## src/rtl/uart_nbytes_tx_seq_pkg.sv

```systemverilog
// rtl/uart_nbytes_tx_seq_pkg.sv - shared constants and state encoding for the UART byte sequencers
package uart_nbytes_tx_seq_pkg;

  localparam int BYTE_W = 8;

  // State encodings, shared with the receive-side assembler
  localparam logic [1:0] ENC_IDLE = 2'd0;
  localparam logic [1:0] ENC_LOAD = 2'd1;
  localparam logic [1:0] ENC_WAIT = 2'd2;
  localparam logic [1:0] ENC_GAP  = 2'd3;

  typedef enum logic [1:0] {
    ST_IDLE = ENC_IDLE,
    ST_LOAD = ENC_LOAD,
    ST_WAIT = ENC_WAIT,
    ST_GAP  = ENC_GAP
  } seq_state_t;

  // $clog2 that never returns a zero width
  function automatic int clog2_min1(input int v);
    return (v <= 2) ? 1 : $clog2(v);
  endfunction

endpackage

```

## src/rtl/uart_nbytes_tx_seq_byte_select_mux.sv

```systemverilog
// rtl/uart_nbytes_tx_seq_byte_select_mux.sv - combinational NUM_BYTES:1 byte selector with selectable byte order
module byte_select_mux
  import uart_nbytes_tx_seq_pkg::*;
#(
  parameter int NUM_BYTES = 2,
  parameter int MSB_FIRST = 0,
  parameter int IDX_W     = 1
) (
  input  logic [NUM_BYTES*BYTE_W-1:0] bytes_in,
  input  logic [IDX_W-1:0]            sel,
  output logic [BYTE_W-1:0]           byte_out
);

  // Pick byte 'sel' counted from the low end, or from the high end when MSB_FIRST
  always_comb begin
    byte_out = '0;
    for (int i = 0; i < NUM_BYTES; i++) begin
      if (sel == IDX_W'(i)) begin
        if (MSB_FIRST != 0) begin
          byte_out = bytes_in[(NUM_BYTES-1-i)*BYTE_W +: BYTE_W];
        end else begin
          byte_out = bytes_in[i*BYTE_W +: BYTE_W];
        end
      end
    end
  end

endmodule

```

## src/rtl/uart_nbytes_tx_seq.sv

```systemverilog
// rtl/uart_nbytes_tx_seq.sv - multi-byte transmit sequencer feeding a single-byte UART transmitter
module uart_nbytes_tx_seq
  import uart_nbytes_tx_seq_pkg::*;
#(
  parameter int NUM_BYTES  = 2,
  parameter int MSB_FIRST  = 0,
  parameter int GAP_CYCLES = 0
) (
  input  logic                           clk,
  input  logic                           reset,
  input  logic                           start,
  input  logic [NUM_BYTES*8-1:0]         payload,
  input  logic [$clog2(NUM_BYTES+1)-1:0] len,
  input  logic                           done_tx,
  output logic [7:0]                     data,
  output logic                           tx_start,
  output logic                           busy,
  output logic                           done
);

  localparam int LEN_W = $clog2(NUM_BYTES + 1);
  localparam int IDX_W = clog2_min1(NUM_BYTES);
  localparam int GAP_W = clog2_min1(GAP_CYCLES + 1);

  localparam logic [LEN_W-1:0] MAX_LEN  = LEN_W'(NUM_BYTES);
  // Counter preload so that GAP lasts exactly GAP_CYCLES clocks
  localparam logic [GAP_W-1:0] GAP_INIT = (GAP_CYCLES > 0) ? GAP_W'(GAP_CYCLES - 1) : '0;

  seq_state_t                  state_q, state_d;
  logic [NUM_BYTES*BYTE_W-1:0] buf_q, buf_d;
  logic [LEN_W-1:0]            eff_len_q, eff_len_d;
  logic [IDX_W-1:0]            idx_q, idx_d;
  logic [GAP_W-1:0]            gap_cnt_q, gap_cnt_d;
  logic [BYTE_W-1:0]           data_q, data_d;
  logic                        tx_start_q, tx_start_d;
  logic                        busy_q, busy_d;
  logic                        done_q, done_d;

  logic [BYTE_W-1:0]           sel_byte;
  logic                        last_byte;

  byte_select_mux #(
    .NUM_BYTES (NUM_BYTES),
    .MSB_FIRST (MSB_FIRST),
    .IDX_W     (IDX_W)
  ) u_byte_select_mux (
    .bytes_in (buf_q),
    .sel      (idx_q),
    .byte_out (sel_byte)
  );

  // The byte being waited on is the final one of the frame
  assign last_byte = (LEN_W'(idx_q) == (eff_len_q - LEN_W'(1)));

  // Next-state and registered-output logic; strobes default low so they last one cycle
  always_comb begin
    state_d    = state_q;
    buf_d      = buf_q;
    eff_len_d  = eff_len_q;
    idx_d      = idx_q;
    gap_cnt_d  = gap_cnt_q;
    data_d     = data_q;
    busy_d     = busy_q;
    tx_start_d = 1'b0;
    done_d     = 1'b0;

    case (state_q)
      ST_IDLE: begin
        if (start) begin
          if (len == '0) begin
            // Empty frame completes immediately without touching the UART
            done_d = 1'b1;
          end else begin
            buf_d     = payload;
            eff_len_d = (len > MAX_LEN) ? MAX_LEN : len;
            idx_d     = '0;
            busy_d    = 1'b1;
            state_d   = ST_LOAD;
          end
        end
      end

      ST_LOAD: begin
        data_d     = sel_byte;
        tx_start_d = 1'b1;
        state_d    = ST_WAIT;
      end

      ST_WAIT: begin
        if (done_tx) begin
          if (last_byte) begin
            busy_d  = 1'b0;
            done_d  = 1'b1;
            state_d = ST_IDLE;
          end else begin
            idx_d = idx_q + IDX_W'(1);
            if (GAP_CYCLES == 0) begin
              state_d = ST_LOAD;
            end else begin
              gap_cnt_d = GAP_INIT;
              state_d   = ST_GAP;
            end
          end
        end
      end

      ST_GAP: begin
        // done_tx is deliberately not looked at here
        if (gap_cnt_q == '0) begin
          state_d = ST_LOAD;
        end else begin
          gap_cnt_d = gap_cnt_q - GAP_W'(1);
        end
      end

      default: begin
        state_d = ST_IDLE;
      end
    endcase
  end

  // State and output registers; reset aborts any frame without a done pulse
  always_ff @(posedge clk or posedge reset) begin
    if (reset) begin
      state_q    <= ST_IDLE;
      buf_q      <= '0;
      eff_len_q  <= '0;
      idx_q      <= '0;
      gap_cnt_q  <= '0;
      data_q     <= '0;
      tx_start_q <= 1'b0;
      busy_q     <= 1'b0;
      done_q     <= 1'b0;
    end else begin
      state_q    <= state_d;
      buf_q      <= buf_d;
      eff_len_q  <= eff_len_d;
      idx_q      <= idx_d;
      gap_cnt_q  <= gap_cnt_d;
      data_q     <= data_d;
      tx_start_q <= tx_start_d;
      busy_q     <= busy_d;
      done_q     <= done_d;
    end
  end

  assign data     = data_q;
  assign tx_start = tx_start_q;
  assign busy     = busy_q;
  assign done     = done_q;

endmodule

```

## config.mk

```make
export PLATFORM = sky130hd
export DESIGN_NAME = uart_nbytes_tx_seq
export DESIGN_NICKNAME = d
export VERILOG_FILES = /design/src/rtl/uart_nbytes_tx_seq_pkg.sv /design/src/rtl/uart_nbytes_tx_seq_byte_select_mux.sv /design/src/rtl/uart_nbytes_tx_seq.sv
export SDC_FILE = /design/constraint.sdc
export NUM_CORES = 1
export LEC_CHECK = 0
export CORE_MARGIN = 10
export CORE_UTILIZATION = 60
export DETAILED_ROUTE_END_ITERATION = 8
export DONT_BUFFER_PORTS = 1
export PLACE_DENSITY_LB_ADDON = 0.12
export SYNTH_ARGS = -nofsm -noshare
export SYNTH_HDL_FRONTEND = slang
export SYNTH_HIERARCHICAL = 1
export SYNTH_SLANG_ARGS = --single-unit
export TNS_END_PERCENT = 10
```

## constraint.sdc

```tcl
create_clock -name clk -period 2 [get_ports clk]
set_input_delay 0.5 -clock clk [delete_from_list [all_inputs] [get_ports clk]]
set_output_delay 0.5 -clock clk [all_outputs]
set_load 0.005 [all_outputs]
```

Word-level counts from Yosys, hierarchy flattened
Index checks and enable logic that the tools add are counted.
{"block": "totals", "reg_bits": 33, "inputBits": 22, "output_inout_bits": 11, "elab_cells": 56}
{"block": "op_classes", "n_addsub": 3, "order_cmp": 1, "eq_ne": 10, "n_mux": 25, "bitwise": 1, "reduce_logical": 7}
{"cell": "two-way mux 1 bit", "count": 15}
{"cell": "inequality test 2 bit (second input constant)", "count": 6}
{"cell": "two-way mux 2 bit", "count": 5}
{"cell": "AND reduction 5 bit", "count": 2}
{"cell": "two-way mux 8 bit", "count": 1}
{"cell": "case mux 2 bit (4 select lines)", "count": 1}
{"cell": "case mux 1 bit (2 select lines)", "count": 3}
{"cell": "== test 2 bit (second input constant)", "count": 2}
{"cell": "logical NOT 2 bit", "count": 2}
{"cell": "AND reduction 4 bit", "count": 1}
{"cell": "AND reduction 3 bit", "count": 1}
{"cell": "== test 1 x 2 -> 1 bit", "count": 1}
{"cell": "== test 2 x 1 -> 1 bit (second input constant)", "count": 1}
{"cell": "greater-than comparator 2 bit (second input constant)", "count": 1}
{"cell": "nonzero test 2 bit", "count": 1}
{"cell": "subtractor 2 x 1 -> 2 bit (second input constant)", "count": 1}
{"cell": "adder 1 bit (second input constant)", "count": 1}
{"cell": "inverter 1 bit", "count": 1}
{"cell": "subtractor 1 bit (second input constant)", "count": 1}

Logic depth before layout (Yosys ltp)
Gate-level depths: netlist (run 1).
{"block": "logic_depth", "word_depth": 5, "ltp_mapped": 7, "depth_no_buf": 4}

Hierarchy
Netlist (run 1), hierarchy kept.
{"module": "uart_nbytes_tx_seq", "instances": 1, "cells_each": 91, "area_each_um2": 1343.8, "seq_area_each_um2": 800.8}
{"module": "byte_select_mux", "instances": 1, "cells_each": 9, "area_each_um2": 131.4, "seq_area_each_um2": 0.0}

Worst setup path after synthesis (run 1)
OpenSTA, ideal clock, no wires.
{"block": "synth_timing", "kind": "input to register", "from": "in start", "to": "reg buf_q[10]", "setup_ns": 0.125, "arrival_ns": 1.427, "required_time_ns": 1.875, "slack_ns": 0.448, "cell_stages": 5, "path_buffers": 2, "path_cell_list": "nor3b_4 and2b_1 buf_6 buf_12 mux2_4"}
{"block": "synth_via", "elab_chain_len": 1}
{"element": "start: declaration", "line_no": "uart_nbytes_tx_seq.sv:11", "source": "input logic start,"}
{"element": "AND reduction 3 bit (no source line)"}
{"element": "end signal: assignment", "line_no": "uart_nbytes_tx_seq.sv:136", "source": "buf_q <= buf_d;"}
{"element": "end: declaration", "line_no": "uart_nbytes_tx_seq.sv:30", "source": "logic [NUM_BYTES*BYTE_W-1:0] buf_q, buf_d;"}
No other way between the ends.
A chain may end at the register's enable or synchronous reset.

Worst setup path after layout (run 1)
{"block": "layout_timing", "from": "reg state_q[1]", "to": "reg buf_q[8]"}
{"block": "layout_via", "elab_chain_len": 2}
{"element": "start: declaration", "line_no": "uart_nbytes_tx_seq.sv:29", "source": "seq_state_t state_q, state_d;"}
{"element": "start signal: assignment", "line_no": "uart_nbytes_tx_seq.sv:135", "source": "state_q <= state_d;"}
{"element": "logical NOT 2 bit", "line_no": "uart_nbytes_tx_seq.sv:67", "source": "case (state_q)"}
{"element": "AND reduction 3 bit (no source line)"}
No other way between the ends.

==> results of run 1 <==
-- metal layers --
layer | GRT usage | vias up | part of all wire
li1 | - | 360 | -
met1 | 0.110 | 386 | 0.42
met2 | 0.173 | 28 | 0.47
met3 | 0.0770 | 6 | 0.10
met4 | 0.0443 | 0 | 0.012
met5 | 0 | - | 0
-- sequential cells by signal, summed over array words and instances, names as in the netlist --
register / flops
buf_q: 16
busy: 1
data: 8
done: 1
eff_len_q: 2
idx_q: 1
state_q: 2
tx_start: 1
-- cell families (layout without fill, tap and decap cells) --
kind of cell,count (synthesis),in the layout,synth area share
multiplexers,33,33,0.293
flip-flops,32,32,0.543
AO/OA/AOI/OAI,12,12,0.0534
AND/OR/NAND/NOR,12,12,0.0517
buffers and inverters,10,15,0.0526
adder cells (fa/ha/maj),1,1,0.00679
-- cell type report --
| type | instances | area share |
|---|---|---|
| multi-input combinational | 58 | 0.376 |
| clock buffer | 7 | 0.0410 |
| timing repair buffer | 2 | 0.0252 |
| sequential | 32 | 0.505 |
| inverter | 5 | 0.0118 |
| clock inverter | 1 | 0.0189 |
| tap | 28 | 0.0221 |
-- power by group --
| group | leakage [nW] | internal [mW] | switching (mW) |
|---|---|---|---|
| Clock | 0.0515 | 0.332 | 0.212 |
| Sequential | 0.383 | 0.968 | 0.273 |
| Combinational | 0.295 | 0.614 | 0.272 |
| Total | 0.729 | 1.91 | 0.757 |
-- worst paths after layout --
kind | endpoint | slack, ns | cells past startpoint | startpoint
max reg2reg | buf_q[8]$_DFFE_PP0P_ | 0.39 | 4 | state_q[1]$_DFFE_PP0P_
min in group clk | eff_len_q[0]$_DFFE_PP0P_ | 0.26 | 1 | len[1]
min reg2reg | buf_q[0]$_DFFE_PP0P_ | 0.51 | 1 | buf_q[0]$_DFFE_PP0P_
max | buf_q[8]$_DFFE_PP0P_ | 0.39 | 4 | state_q[1]$_DFFE_PP0P_
min | state_q[1]$_DFFE_PP0P_ | 0.14 | 1 | reset
max in group asynchronous | data[1]$_DFFE_PP0N_ | 1.34 | 2 | reset
-- layout by cell type, fill, tap and decap left out --
cell / Yosys / final
bufinv_16: 0 / 1
a32oi_1: 1 / 1
nor3b_4: 1 / 1
clkbuf_8: 0 / 2
clkbuf_4: 0 / 5
inv_1: 5 / 5
o22a_1: 1 / 1
maj3_1: 1 / 1
a21o_1: 1 / 1
and2b_1: 2 / 2
nand2b_1: 2 / 2
nand2_1: 3 / 3
o221ai_1: 1 / 1
buf_12: 1 / 2
mux2_2: 17 / 17
dfrtp_1: 32 / 32
or2b_1: 1 / 1
a21oi_1: 4 / 4
a2bb2oi_1: 1 / 1
mux2_4: 16 / 16
o21ai_0: 2 / 2
nor2_1: 3 / 3
o22ai_1: 1 / 1
-- stage by stage --
| step | cells | area, µm² |
|---|---|---|
| finish | 133 | 1590 |
| global placement | 125 | 1490 |
| detailed placement | 125 | 1490 |
| global route | 133 | 1590 |
| floorplan | 100 | 1480 |
| CTS | 133 | 1590 |
==> metrics.yaml, run 1 <==
area_growth_pct: 7.55
drt-total-wl_um: 2530
status: "finished clean"
synth.area.top_cells: "dfrtp_1, mux2_4, mux2_2, buf_6, a21oi_1"
p_leak_nw: 0.729
drc: 0
power_density_nw_per_um2: 1680
cts-hold-fix-buffers: 0
hold_ws_ns: 0.137
fin_total_pwr_mw: 2.67
yosys_warnings: 6
io_pins: 33
synth_edf_count: 0
setup_viol: 0
antenna_found_initial: 0
worstPathCellList: "nor3b_4, and2b_1, buf_12, mux2_2"
crit_family: "flip-flops"
vias_per_cell: 5.86
coreArea_um2: 2280
crit_path_top_delay_cell: "dfrtp_1"
cp_max_fo: 19
synthCells: 100
post_cts_buffers: 0
numCtsBuffers: 5
chipWidth_um: 69.6
finClkSkew_ns: 0.00713
grt_first_pass_wirelength_um: 4280
gp_congestion: 0.731
synth_seq_cells: 32
cap_violations: 0
hp-class: "input pin to asynchronous set/reset pin"
start_util: 0.648
relSlewSlack: 0.555
worstMarginPinSlew_ns: 0.668
cts_resized: 0
synth_top_cell_area_share: 0.543
cp_num_buf_inv: 1
synth_common_cells: "dfrtp_1, mux2_2, mux2_4"
hold_viol: 0
syn_nets: 122
htreeDepth: 2
fin_setup_tns_ns: 0
fmax_mhz: 619
tritoncts: "yes"
grt_overflow: 0
post-route-util: 0.697
clkLatencyLatePin_ns: 0.32
dr.pass1.iters: 2
final_antenna_net_count: 0
seq_area_um2: 801
worst_setup_path_end_kind: "register"
layout_setup_ws_ns: 0.386
async_flop_share: 1.00
post-route-period-util: 0.807
worstPathArrival_ns: 1.83
grt.total_usage: 0.110
drive_above_1_share: 0.419
fin_crit_ns: 1.61
max_stage_delay_ns: 0.49
synth.most_common_cell: "dfrtp_1"
path_class: "register to register"
grt_pass1_vias: 881
clkTransAtPathRegs_ns: 0.10
grt_max_degree: 20
synth_cell_type_count: 22
netlist_area_um2: 1480
slew_violations: 0
syn_avg_cell_area_um2: 14.8
rsz0062_at_grt: "no"
yosys.area.top_type: "dfrtp_1"
drt-initial-drc-count: 45
nNetsFinal: 126
row_count: 17
port_buffers: 0
cts_root_buf: "clkbuf_4"
dieArea_um2: 4840
hpwl_um: 1870
pre_cts_slack_ns: 0.407
wl_per_cell_um: 19.0
fill_cells: 159
num_vias: 780
antenna_cells: 0
ir_worst_vdd_mv: 1.03
synthFlopType: "dfrtp_1"
cts_buffer_depth: 2
chipHeight_um: 69.6
cp-start-kind: "register"
yosysSeqAreaShare: 0.543
required_ns: 2.21
multi_input_area_um2: 597
cts_num_sinks: 32
Power figures use the tool's default switching activity.
==> run 2, diff against run 1 <==
- clock period: 2 -> 1.55 ns (I/O delays scaled with it)
==> metrics.yaml, run 2 (same netlist as run 1, synthesis figures left out) <==
status: "finished clean"  # unchanged
htreeDepth: 2  # unchanged
antenna_cells: 0  # unchanged
drt-total-wl_um: 2450  # was 2530 µm
fin_total_pwr_mw: 3.33  # was 2.67 mW
worstReg2RegStart: "state_q[1]$_DFFE_PP0P_"  # unchanged
worst_setup_path_end_kind: "register"  # unchanged
grt_overflow: 0  # unchanged
ir_worst_vdd_mv: 1.36  # was 1.03 mV
tritoncts: "yes"  # unchanged
rsz0062_at_grt: "no"  # unchanged
chipHeight_um: 69.6  # unchanged
fmax_mhz: 673  # was 619 MHz
vias_per_cell: 5.46  # was 5.86
layout_common_cells: "dfrtp_1, mux2_2, mux2_4"  # unchanged
relSlewSlack: 0.736  # was 0.555
area_growth_pct: 8.65  # was 7.55%
cts_num_sinks: 32  # unchanged
grt_first_pass_wirelength_um: 4220  # was 4280 µm
post-route-period-util: 0.958  # was 0.807
worstMarginPinSlew_ns: 0.397  # was 0.668 ns
nNetsFinal: 134  # was 126
start_util: 0.648  # unchanged
r2r_setup_slack_ns: 0.06  # was 0.39 ns
cts-hold-fix-buffers: 0  # unchanged
finClkSkew_ns: 0.00831  # was 0.00713 ns
clkLatencyLatePin_ns: 0.33  # was 0.32 ns
largest_reg_flops: 16  # unchanged
cp-start-kind: "register"  # unchanged
reg2reg_depth: 4  # unchanged
crit_start: "state_q[1]$_DFFE_PP0P_"  # unchanged
row_count: 17  # unchanged
chipWidth_um: 69.6  # unchanged
post_cts_buffers: 0  # unchanged
max_stage_delay_ns: 0.46  # was 0.49 ns
p_leak_nw: 0.749  # was 0.729 nW
path_class: "register to register"  # unchanged
coreArea_um2: 2280  # unchanged
cap_violations: 0  # unchanged
worstPathCellList: "nor3b_4, and2b_2, buf_12, mux2_2"  # was nor3b_4, and2b_1, buf_12, mux2_2
final_common_cell: "dfrtp_1"  # unchanged
top_register: "buf_q"  # unchanged
final_antenna_net_count: 0  # unchanged
cp_max_fo: 14  # was 19
drc: 0  # unchanged
clkTransAtPathRegs_ns: 0.10  # about the same
dieArea_um2: 4840  # unchanged
cts_buffer_depth: 2  # unchanged
fin_crit_ns: 1.49  # was 1.61 ns
grt_max_degree: 33  # was 20
hp-class: "input pin to asynchronous set/reset pin"  # unchanged
grt.total_usage: 0.109  # was 0.110
fin_setup_tns_ns: 0  # unchanged
hold_viol: 0  # unchanged
cp_num_buf_inv: 1  # unchanged
grt_pass1_vias: 875  # was 881
drt-initial-drc-count: 32  # was 45
r2r_end: "buf_q[14]$_DFFE_PP0P_"  # was buf_q[8]$_DFFE_PP0P_
cts_root_buf: "clkbuf_4"  # unchanged
port_buffers: 0  # unchanged
io_pins: 33  # unchanged
crit_family: "flip-flops"  # unchanged
setup_viol: 0  # unchanged
num_vias: 770  # was 780
worstPathArrival_ns: 1.70  # was 1.83 ns
wl_per_cell_um: 17.4  # was 19.0 µm
hpwl_um: 1810  # was 1870 µm
required_ns: 1.76  # was 2.21 ns
power_density_nw_per_um2: 2080  # was 1680 nW/µm²
gp_congestion: 0.773  # was 0.731
antenna_found_initial: 0  # unchanged
numCtsBuffers: 5  # unchanged
slew_violations: 0  # unchanged
dr.pass1.iters: 4  # was 2
crit_path_top_delay_cell: "dfrtp_2"  # was dfrtp_1
drive_above_1_share: 0.478  # was 0.419
-- run 2: cell count changes in the layout (fill, tap and decap cells not counted), sizes merged --
cell,change
buf,+8
clkinv,+2
clkbuf,-1
bufinv,-1
-- run 2: metal layers --
| metal | part of all wire | global-route usage |
|---|---|---|
| met1 | 0.41 | 0.115 |
| met2 | 0.46 | 0.166 |
| met3 | 0.11 | 0.0770 |
| met4 | 0.013 | 0.0399 |
| met5 | 0 | 0 |
-- run 2: worst register-to-register path, delay by kind of cell (launching register included) --
family / cells / cell delay, ns
DFF: 1 / 0.46
and+or+nand+nor: 2 / 0.42
muxes: 1 / 0.34
buffers and inverters: 1 / 0.15
-- run 2: cell type report --
cell class / count / area, µm²
Inverter: 5 / 18.8
Clock inverter: 2 / 10.0
Multi-Input combinational cell: 58 / 598
Fill cell: 171 / 673
Sequential cell: 32 / 802
Clock buffer: 6 / 51.3
Timing Repair Buffer: 10 / 87.6
Tap cell: 28 / 35.0
-- run 2: worst max-delay path by stage --
| stage | endpoint | slack (ns) | cells after the start |
|---|---|---|---|
| floorplan | buf_q[10]$_DFFE_PP0P_ | 0.01 | 6 |
| global placement | buf_q[1]$_DFFE_PP0P_ | 0.13 | 4 |
| detailed placement | buf_q[14]$_DFFE_PP0P_ | 0.07 | 4 |
| CTS | buf_q[14]$_DFFE_PP0P_ | 0.04 | 4 |
| global route | buf_q[15]$_DFFE_PP0P_ | 0.01 | 4 |
| finish | buf_q[14]$_DFFE_PP0P_ | 0.06 | 4 |
-- run 2: where the power goes --
part           internal, mW  switching, mW  total [mW]
sequential             1.25          0.279        1.53
combinational         0.884          0.423        1.31
clock                 0.216          0.273       0.489
total                  2.35          0.975        3.33
-- run 2: repair_timing --
action | 4_1_cts | 5_1_grt
endpoints found under the setup margin | 0 | 9
resized for setup | 0 | 2
hold endpoints to repair | 0 | 0
-- run 2: stage by stage --
stage / hold WS (ns) / area (µm²) / cells / worst slack (ns) / util
2_1_floorplan: 0.473 / 1480 / 100 / 0.0118 / -
3_3_place_gp: 0.380 / 1540 / 133 / 0.133 / 0.676
3_5_place_dp: 0.387 / 1540 / 133 / 0.0725 / 0.676
4_1_cts: 0.0122 / 1600 / 141 / 0.0386 / 0.703
5_1_grt: 0.0294 / 1600 / 141 / 0.0148 / 0.704
6_report: 0.0181 / 1600 / 141 / 0.0649 / 0.704
==> run 3, diff against run 2 <==
- ABC_AREA: not set -> 1
==> metrics.yaml, run 3 <==
internal-power_mw: 1.82  # was 2.35 mW
chipWidth_um: 68.5  # was 69.6 µm
start_util: 0.631  # was 0.648
path_class: "register to register"  # unchanged
rsz0062_at_grt: "no"  # unchanged
largest_reg_flops: 16  # unchanged
post-route-period-util: 0.829  # was 0.958
status: "finished clean"  # unchanged
p_clk_frac: 0.160  # was 0.147
p_comb_frac: 0.358  # was 0.393
yosys.area.top_type: "dfrtp_1"  # unchanged
io_pins: 33  # unchanged
syn_nets: 197  # was 122
slew_violations: 0  # unchanged
layout_common_cells: "nand2_1, dfrtp_1, inv_1"  # was dfrtp_1, mux2_2, mux2_4
worstPathArrival_ns: 1.53  # was 1.70 ns
grt_max_degree: 21  # was 33
synth.most_common_cell: "nand2_1"  # was dfrtp_1
synth_common_cells: "nand2_1, dfrtp_1, inv_1"  # was dfrtp_1, mux2_2, mux2_4
crit_path_top_delay_cell: "dfrtp_1"  # was dfrtp_2
drt-initial-drc-count: 50  # was 32
netlist_area_um2: 1410  # was 1480 µm²
cap_violations: 0  # unchanged
synth_seq_cells: 32  # unchanged
num_vias: 1057  # was 770
seq_area_um2: 801  # was 802 µm²
grt.total_usage: 0.137  # was 0.109
fin_crit_ns: 1.28  # was 1.49 ns
dr.pass1.iters: 4  # unchanged
pre_cts_slack_ns: 0.282  # was 0.0725 ns
async_flop_share: 1.00  # unchanged
port_buffers: 0  # unchanged
grt_overflow: 0  # unchanged
hpwl_um: 2210  # was 1810 µm
nNetsFinal: 205  # was 134
yosysSeqAreaShare: 0.568  # was 0.543
worst_setup_path_end_kind: "register"  # unchanged
hp-class: "input pin to register"  # was input pin to asynchronous set/reset pin
finClkSkew_ns: 0.00934  # was 0.00831 ns
fmax_mhz: 779  # was 673 MHz
relSlewSlack: 0.814  # was 0.736
tritoncts: "yes"  # unchanged
drive_above_1_share: 0.0815  # was 0.478
worstPathCellList: "nor2_4, nand3_4, inv_6, nand2_1, o21ai_0"  # was nor3b_4, and2b_2, buf_12, mux2_2
final_common_cell: "nand2_1"  # was dfrtp_1
synth_edf_count: 0  # unchanged
multi_input_area_um2: 531  # was 598 µm²
grt_first_pass_wirelength_um: 4790  # was 4220 µm
row_count: 17  # unchanged
layout_setup_ws_ns: 0.266  # was 0.0649 ns
numCtsBuffers: 5  # unchanged
max_stage_delay_ns: 0.44  # was 0.46 ns
worstMarginPinSlew_ns: 0.279  # was 0.397 ns
syn_avg_cell_area_um2: 8.05  # was 14.8 µm²
synth_cell_type_count: 18  # was 22
p_switching_mw: 1.22  # was 0.975 mW
power_density_nw_per_um2: 2010  # was 2080 nW/µm²
setup_viol: 0  # unchanged
drt-total-wl_um: 2940  # was 2450 µm
cp-start-kind: "register"  # unchanged
drc: 0  # unchanged
clkTransAtPathRegs_ns: 0.09  # was 0.10 ns
fill_cells: 202  # was 171
coreArea_um2: 2230  # was 2280 µm²
htreeDepth: 2  # unchanged
gp_congestion: 0.811  # was 0.773
hold_viol: 0  # unchanged
cts_num_sinks: 32  # unchanged
fin_setup_tns_ns: 0  # unchanged
vias_per_cell: 4.99  # was 5.46
yosys_warnings: 6  # unchanged
required_ns: 1.80  # was 1.76 ns
post_cts_buffers: 0  # unchanged
hold_ws_ns: 0.150  # was 0.0181 ns
ir_worst_vdd_mv: 1.15  # was 1.36 mV
synth.area.top_cells: "dfrtp_1, nand2_1, inv_1, buf_6, nor2_1"  # was dfrtp_1, mux2_4, mux2_2, buf_6, a21oi_1
chipHeight_um: 68.5  # was 69.6 µm
grt_pass1_vias: 1054  # was 875
p_seq_frac: 0.482  # was 0.460
swShare: 0.401  # was 0.293
wl_per_cell_um: 13.8  # was 17.4 µm
cts_buffer_depth: 2  # unchanged
synthCells: 175  # was 100
antenna_found_initial: 0  # unchanged
clkLatencyLatePin_ns: 0.33  # about the same
final_cells: 212  # was 141
p_leak_nw: 0.861  # was 0.749 nW
place_inst: 203  # was 133
area_growth_pct: 7.02  # was 8.65%
antenna_cells: 0  # unchanged
dieArea_um2: 4690  # was 4840 µm²
top_register: "buf_q"  # unchanged
cts_root_buf: "clkbuf_4"  # unchanged
synth_top_cell_area_share: 0.568  # was 0.543
cp_max_fo: 19  # was 14
final_antenna_net_count: 0  # unchanged
synthFlopType: "dfrtp_1"  # unchanged
[run 3: cell count changes after synthesis, sizes merged, moves of 2 or more]
cell / before / now
a21oi: 4 / 0
and2b: 2 / 0
inv: 5 / 9
mux2: 33 / 0
nand2: 3 / 112
nand2b: 2 / 0
nand3: 0 / 5
nor2: 3 / 7
[run 3: cells by family (layout without fill, tap and decap cells)]
family / after synthesis / count (layout) / share of synthesized area
AOI/OAI and AO/OA: 4 / 4 / 0.0169
buffers and inverters: 14 / 23 / 0.0551
and+or+nand+nor: 125 / 125 / 0.360
DFF: 32 / 32 / 0.568
[run 3: worst paths after layout]
| check | start | end | slack (ns) | cells after the start |
|---|---|---|---|---|
| hold / removal | len[1] | eff_len_q[0]$_DFFE_PP0P_ | 0.15 | 1 |
| setup reg to reg | state_q[1]$_DFFE_PP0P_ | eff_len_q[1]$_DFFE_PP0P_ | 0.27 | 5 |
| setup / recovery | state_q[1]$_DFFE_PP0P_ | eff_len_q[1]$_DFFE_PP0P_ | 0.27 | 5 |
| hold reg to reg | buf_q[5]$_DFFE_PP0P_ | buf_q[5]$_DFFE_PP0P_ | 0.48 | 2 |
| min in group asynchronous | reset | idx_q$_DFFE_PP0P_ | 0.50 | 3 |
| max in group asynchronous | reset | buf_q[8]$_DFFE_PP0P_ | 0.80 | 3 |
[run 3: layout make-up]
| type | count | area share |
|---|---|---|
| clock buffers | 8 | 0.0390 |
| multi-input cells | 129 | 0.352 |
| flip-flops and latches | 32 | 0.531 |
| inverters | 10 | 0.0282 |
| repair buffers | 5 | 0.0266 |
| well taps | 28 | 0.0232 |
[run 3: power groups by stage]
stage	Combinational (mW)	Clock [mW]	Sequential [mW]
6_report	1.09	0.486	1.46
5_1_grt	1.27	0.546	1.52
4_1_cts	1.10	0.496	1.47
3_5_place_dp	1.08	0	1.49
3_3_place_gp	1.03	0	1.47
2_1_floorplan	0.903	0	1.41
[run 3: worst max-delay path: cells and delay by family (launching register included)]
family | cells | cell delay (ns)
AND/OR/NAND/NOR | 3 | 0.49
flip-flops | 1 | 0.44
buffers and inverters | 1 | 0.20
AO/OA/AOI/OAI | 1 | 0.06
[run 3: stage by stage]
stage | power [mW] | utilization | area [µm²]
floorplan | 2.31 | - | 1410
global placement | 2.50 | 0.644 | 1440
detailed placement | 2.57 | 0.644 | 1440
CTS | 3.06 | 0.675 | 1510
global route | 3.33 | 0.675 | 1510
finish | 3.03 | 0.675 | 1510
[run 3: metal layers]
metal / track usage / vias up / wire length, µm
met5: 0 / - / 0
met4: 0.0503 / 0 / 40
met3: 0.0685 / 4 / 286
met2: 0.207 / 37 / 1330
met1: 0.163 / 472 / 1280
li1: - / 544 / -
[run 3: what timing repair did]
action / CTS / global route
gates resized for setup: 0 / 0
hold buffers: 1 / 0
endpoints found under the hold margin: 26 / 0
endpoints found under the setup margin: 0 / 0
==> variant 1, RTL diff (flow settings as in run 1) <==
`NUM_BYTES` is set to 2 in 2 places; all go to 4.
--- a/src/rtl/uart_nbytes_tx_seq_byte_select_mux.sv
+++ b/src/rtl/uart_nbytes_tx_seq_byte_select_mux.sv
@@ -2,7 +2,7 @@
 module byte_select_mux
   import uart_nbytes_tx_seq_pkg::*;
 #(
-  parameter int NUM_BYTES = 2,
+  parameter int NUM_BYTES = 4,
   parameter int MSB_FIRST = 0,
   parameter int IDX_W     = 1
 ) (
--- a/src/rtl/uart_nbytes_tx_seq.sv
+++ b/src/rtl/uart_nbytes_tx_seq.sv
@@ -2,7 +2,7 @@
 module uart_nbytes_tx_seq
   import uart_nbytes_tx_seq_pkg::*;
 #(
-  parameter int NUM_BYTES  = 2,
+  parameter int NUM_BYTES  = 4,
   parameter int MSB_FIRST  = 0,
   parameter int GAP_CYCLES = 0
 ) (
Interface: changed (resized len and payload); port bits go from 33 to 50. The function was not compared with the original's and may differ.
==> variant 1 against run 1 <==
First-iteration DRC count increased to 2.5 times the old value; cell area increased by 56%; cell count increased by 48%; count of clock-buffer cells in the layout decreased by 1; core utilization decreased by 3.3 points; worst setup slack got worse by 0.15 ns; combinational power increased by 77%; non-clock buffer count increased by 4; power increased by 55%; sequential cell count increased by 18; routed wire length increased by 70%; critical path type unchanged; die area increased by 40%; synthesized area increased by 59%.
==> variant 1: results <==
[grt]
first_global_vias = 1281
largest_net_degree_at_the_start_of_global_routing = 34
grt_first_pass_wirelength_um = 6950
grtUsageMet1_pct = 16.5
use_met2_pct = 22.1

[power_and_ir_drop]
worst_ir_drop_vdd_v = 0.000845
combinational_power_share_pct = 37.9
pwr-share-seq_pct = 45.1
power_switching_mw = 1.18
total_leakage_power_nw = 1.15

[cells_and_area]
register_area_um2 = 1250
multi_input_area_um2 = 968
layout.sequential_cells = 50
clock_tree_area_fraction_pct = 4.56
signal_buffers = 6
fill_cells = 272
num-multi-input-gates = 81
final_layout_size_suffix_gt1_share_pct = 44.3
layout.nonclk_buf_share_pct = 2.33
design.final.nets = 189

[logic_synthesis]
synth_mux_area_share_pct = 33.0
post_syn_nets = 184
synth.distinct_cells = 30
post_synth_fa_ha_maj_area_fraction_pct = 0.534
synth_compound_gate_area_share_pct = 2.19
yosysSeqAreaShare_pct = 53.4
synth.top_cells.by_area = "sky130_fd_sc_hd__dfrtp_1 (53%), sky130_fd_sc_hd__mux2_4 (21%), sky130_fd_sc_hd__mux4_2 (7.7%)"
yosys.area_share.xor_xnor_pct = 1.12
ys_top_cells_by_count = "sky130_fd_sc_hd__dfrtp_1 (50), sky130_fd_sc_hd__mux2_4 (32), sky130_fd_sc_hd__mux2_2 (9), sky130_fd_sc_hd__mux4_2 (8)"

[placed_design]
placed_wire_length_estimate_after_detailed_placement_um = 3140
gpl.final_weighted_congestion = 0.797

[critical_path]
worst_ep_arrival_time_ns = 1.95
timing.reg2reg.setup_slack_ns = 0.24
worstPathMaxFanout = 33
worst_path_dominant_cell_family = "simple AND/OR/NAND/NOR gates"

[clock_tree]
cts-root-buf = "sky130_fd_sc_hd__clkbuf_8"

[drt]
met3_wirelength_um = 337
initialDrtViolationCount = 114
route.layer.met1.wl_um = 1700
met2RoutedLength_um = 2210

[sta]
max_slew_margin_pct = 63.5
clock_skew_ns = 0.00898

[status]
outcome = "completed"
variant 1: cell types whose count changed after synthesis, moves of 3 or more:
cell / run 1 / this run
sky130_fd_sc_hd__a21oi_1: 4 / 1
sky130_fd_sc_hd__dfrtp_1: 32 / 50
sky130_fd_sc_hd__mux2_2: 17 / 9
sky130_fd_sc_hd__mux2_4: 16 / 32
sky130_fd_sc_hd__mux4_2: 0 / 8
sky130_fd_sc_hd__o21ai_0: 2 / 5
variant 1: per-stage QoR:
step | area, um2 | hold slack, ns | std cells | setup WS (ns) | power (mW)
floorplan | 2340 | 0.449 | 144 | 0.299 | 3.23
global placement | 2360 | 0.452 | 190 | 0.233 | 3.36
detailed placement | 2360 | 0.460 | 190 | 0.203 | 3.46
CTS | 2470 | 0.127 | 197 | 0.248 | 4.18
global route | 2470 | 0.148 | 197 | 0.180 | 4.40
finish | 2470 | 0.118 | 197 | 0.237 | 4.13
==> variant 2, RTL diff (flow settings as in run 1) <==
Made on the original files. Register the inputs `start`, `payload`, `len` and `done_tx` before use. The logic sees them one clock later.
--- a/src/rtl/uart_nbytes_tx_seq.sv
+++ b/src/rtl/uart_nbytes_tx_seq.sv
@@ -25,6 +25,18 @@
   localparam logic [LEN_W-1:0] MAX_LEN  = LEN_W'(NUM_BYTES);
   // Counter preload so that GAP lasts exactly GAP_CYCLES clocks
   localparam logic [GAP_W-1:0] GAP_INIT = (GAP_CYCLES > 0) ? GAP_W'(GAP_CYCLES - 1) : '0;
+
+  logic start_q;
+  logic [NUM_BYTES*8-1:0] payload_q;
+  logic [$clog2(NUM_BYTES+1)-1:0] len_q;
+  logic done_tx_q;
+
+  always_ff @(posedge clk) begin
+    start_q   <= start;
+    payload_q <= payload;
+    len_q     <= len;
+    done_tx_q <= done_tx;
+  end
 
   seq_state_t                  state_q, state_d;
   logic [NUM_BYTES*BYTE_W-1:0] buf_q, buf_d;
@@ -66,13 +78,13 @@
 
     case (state_q)
       ST_IDLE: begin
-        if (start) begin
-          if (len == '0) begin
+        if (start_q) begin
+          if (len_q == '0) begin
             // Empty frame completes immediately without touching the UART
             done_d = 1'b1;
           end else begin
-            buf_d     = payload;
-            eff_len_d = (len > MAX_LEN) ? MAX_LEN : len;
+            buf_d     = payload_q;
+            eff_len_d = (len_q > MAX_LEN) ? MAX_LEN : len_q;
             idx_d     = '0;
             busy_d    = 1'b1;
             state_d   = ST_LOAD;
@@ -87,7 +99,7 @@
       end
 
       ST_WAIT: begin
-        if (done_tx) begin
+        if (done_tx_q) begin
           if (last_byte) begin
             busy_d  = 1'b0;
             done_d  = 1'b1;
Formal check against the unedited RTL: not equivalent (a bounded check fails within 4 cycles, from zero or initial values and one cycle with reset high).
==> variant 2 against run 1 <==
Cell area grew 19%; critical path type unchanged; worst setup slack better by 0.073 ns; synthesized area is 23% higher; highest routed layer unchanged; die area rose by 16%; sequential cell count increased by 20; power rose by 4.7%; routed wire length up 15%; non-clock buffer count stayed put.
==> variant 2: results <==
[status]
outcome = "completed"

[sta]
max_slew_margin_pct = 58.9
clock_skew_ns = 0.00839
final_min_period_over_clock_period_pct = 77.0

[placed_design]
place_ws_ns = 0.467
place_area_um2 = 1830
dp.cells = 180

[clock_tree]
htreeDepth = 2
clk_pin_slew_worst_paths_ns = 0.14
insertion_delay_ns = 0.37

[drt]
routed_wire_length_per_instance_um = 15.4
wirelength_um = 2900
firstDrtPassIters = 4
initialDrtViolationCount = 49

[logic_synthesis]
synth.top_cells.by_area = "sky130_fd_sc_hd__dfrtp_1 (44%), sky130_fd_sc_hd__dfxtp_1 (22%), sky130_fd_sc_hd__nand2_1 (11%)"
synth.distinct_cells = 23
synthesized_area_per_cell_um2 = 11.9
ys_top_cells_by_count = "sky130_fd_sc_hd__nand2_1 (55), sky130_fd_sc_hd__dfrtp_1 (32), sky130_fd_sc_hd__dfxtp_1 (20), sky130_fd_sc_hd__mux2_2 (8), sky130_fd_sc_hd__mux2_4 (8)"
post_synthesis_async_set_or_reset_flop_share_pct = 61.5
yosysSeqAreaShare_pct = 66.1

[critical_path]
timing.reg2reg.setup_slack_ns = 0.46
slowest_delay_ns = 0.55
worst-r2r-cell-count = 3
slowest_cell_on_crit_path = "sky130_fd_sc_hd__or3_1"
worst_ep_arrival_time_ns = 1.76
cp-startpoint = "len_q[1]"
r2r-end = "busy"
worst_path_dominant_cell_family = "simple AND/OR/NAND/NOR gates"

[grt]
largest_net_degree_at_the_start_of_global_routing = 33
grt_use_total_pct = 11.6
first_global_vias = 1064
grt_first_pass_wirelength_um = 4760

[power_and_ir_drop]
worst_ir_drop_vdd_v = 0.000902
power_switching_mw = 0.892
total_leakage_power_nw = 0.919

[cells_and_area]
final_layout_size_suffix_gt1_share_pct = 17.2
variant 2: area by class of cell:
class                           instances  area [um2]
Tap cell                               31        38.8
Clock buffer                            6        41.3
Inverter                                5        18.8
Sequential cell                        52        1200
Timing Repair Buffer                    2        15.0
Multi-Input combinational cell         90         554
Clock inverter                          2        16.3
Fill cell                             212         943
variant 2: worst register-to-register path, stage by stage, from the launching register on:
cell                       delay, ns
sky130_fd_sc_hd__dfxtp_1        0.37
sky130_fd_sc_hd__o21ai_2        0.25
sky130_fd_sc_hd__or3_1          0.55
sky130_fd_sc_hd__o221ai_1       0.23
variant 2: logic make-up after synthesis:
group,synth area share [%]
muxes,12.1
AOI/OAI and AO/OA,3.31
buffers and inverters,3.37
adders and majority gates,0.551
DFF,66.1
and+or+nand+nor,14.5
variant 2: power groups by stage:
stage | combinational, mW | clock, mW | sequential, mW
4_1_cts | 0.728 | 0.473 | 1.63
6_report | 0.716 | 0.460 | 1.62
2_1_floorplan | 0.692 | 0 | 1.54
5_1_grt | 0.813 | 0.527 | 1.67
3_5_place_dp | 0.723 | 0 | 1.65
3_3_place_gp | 0.690 | 0 | 1.64
variant 2: how the worst min path moves through the flow:
stage,from,to,slack (ns)
after floorplan,payload_q[0],buf_q[0],0.40
after global placement,payload_q[10],buf_q[10],0.40
after detailed placement,payload_q[15],buf_q[15],0.40
after CTS,reset,data[5],0.08
after global routing,reset,data[5],0.08
final,reset,buf_q[8],0.07
variant 2: metal layers:
metal,GRT usage [%],vias to the layer above,share of wire (%)
li1,-,497,-
met1,13.8,484,47
met2,15.7,43,41
met3,5.52,10,9.3
met4,9.45,0,3.3
met5,0,-,0
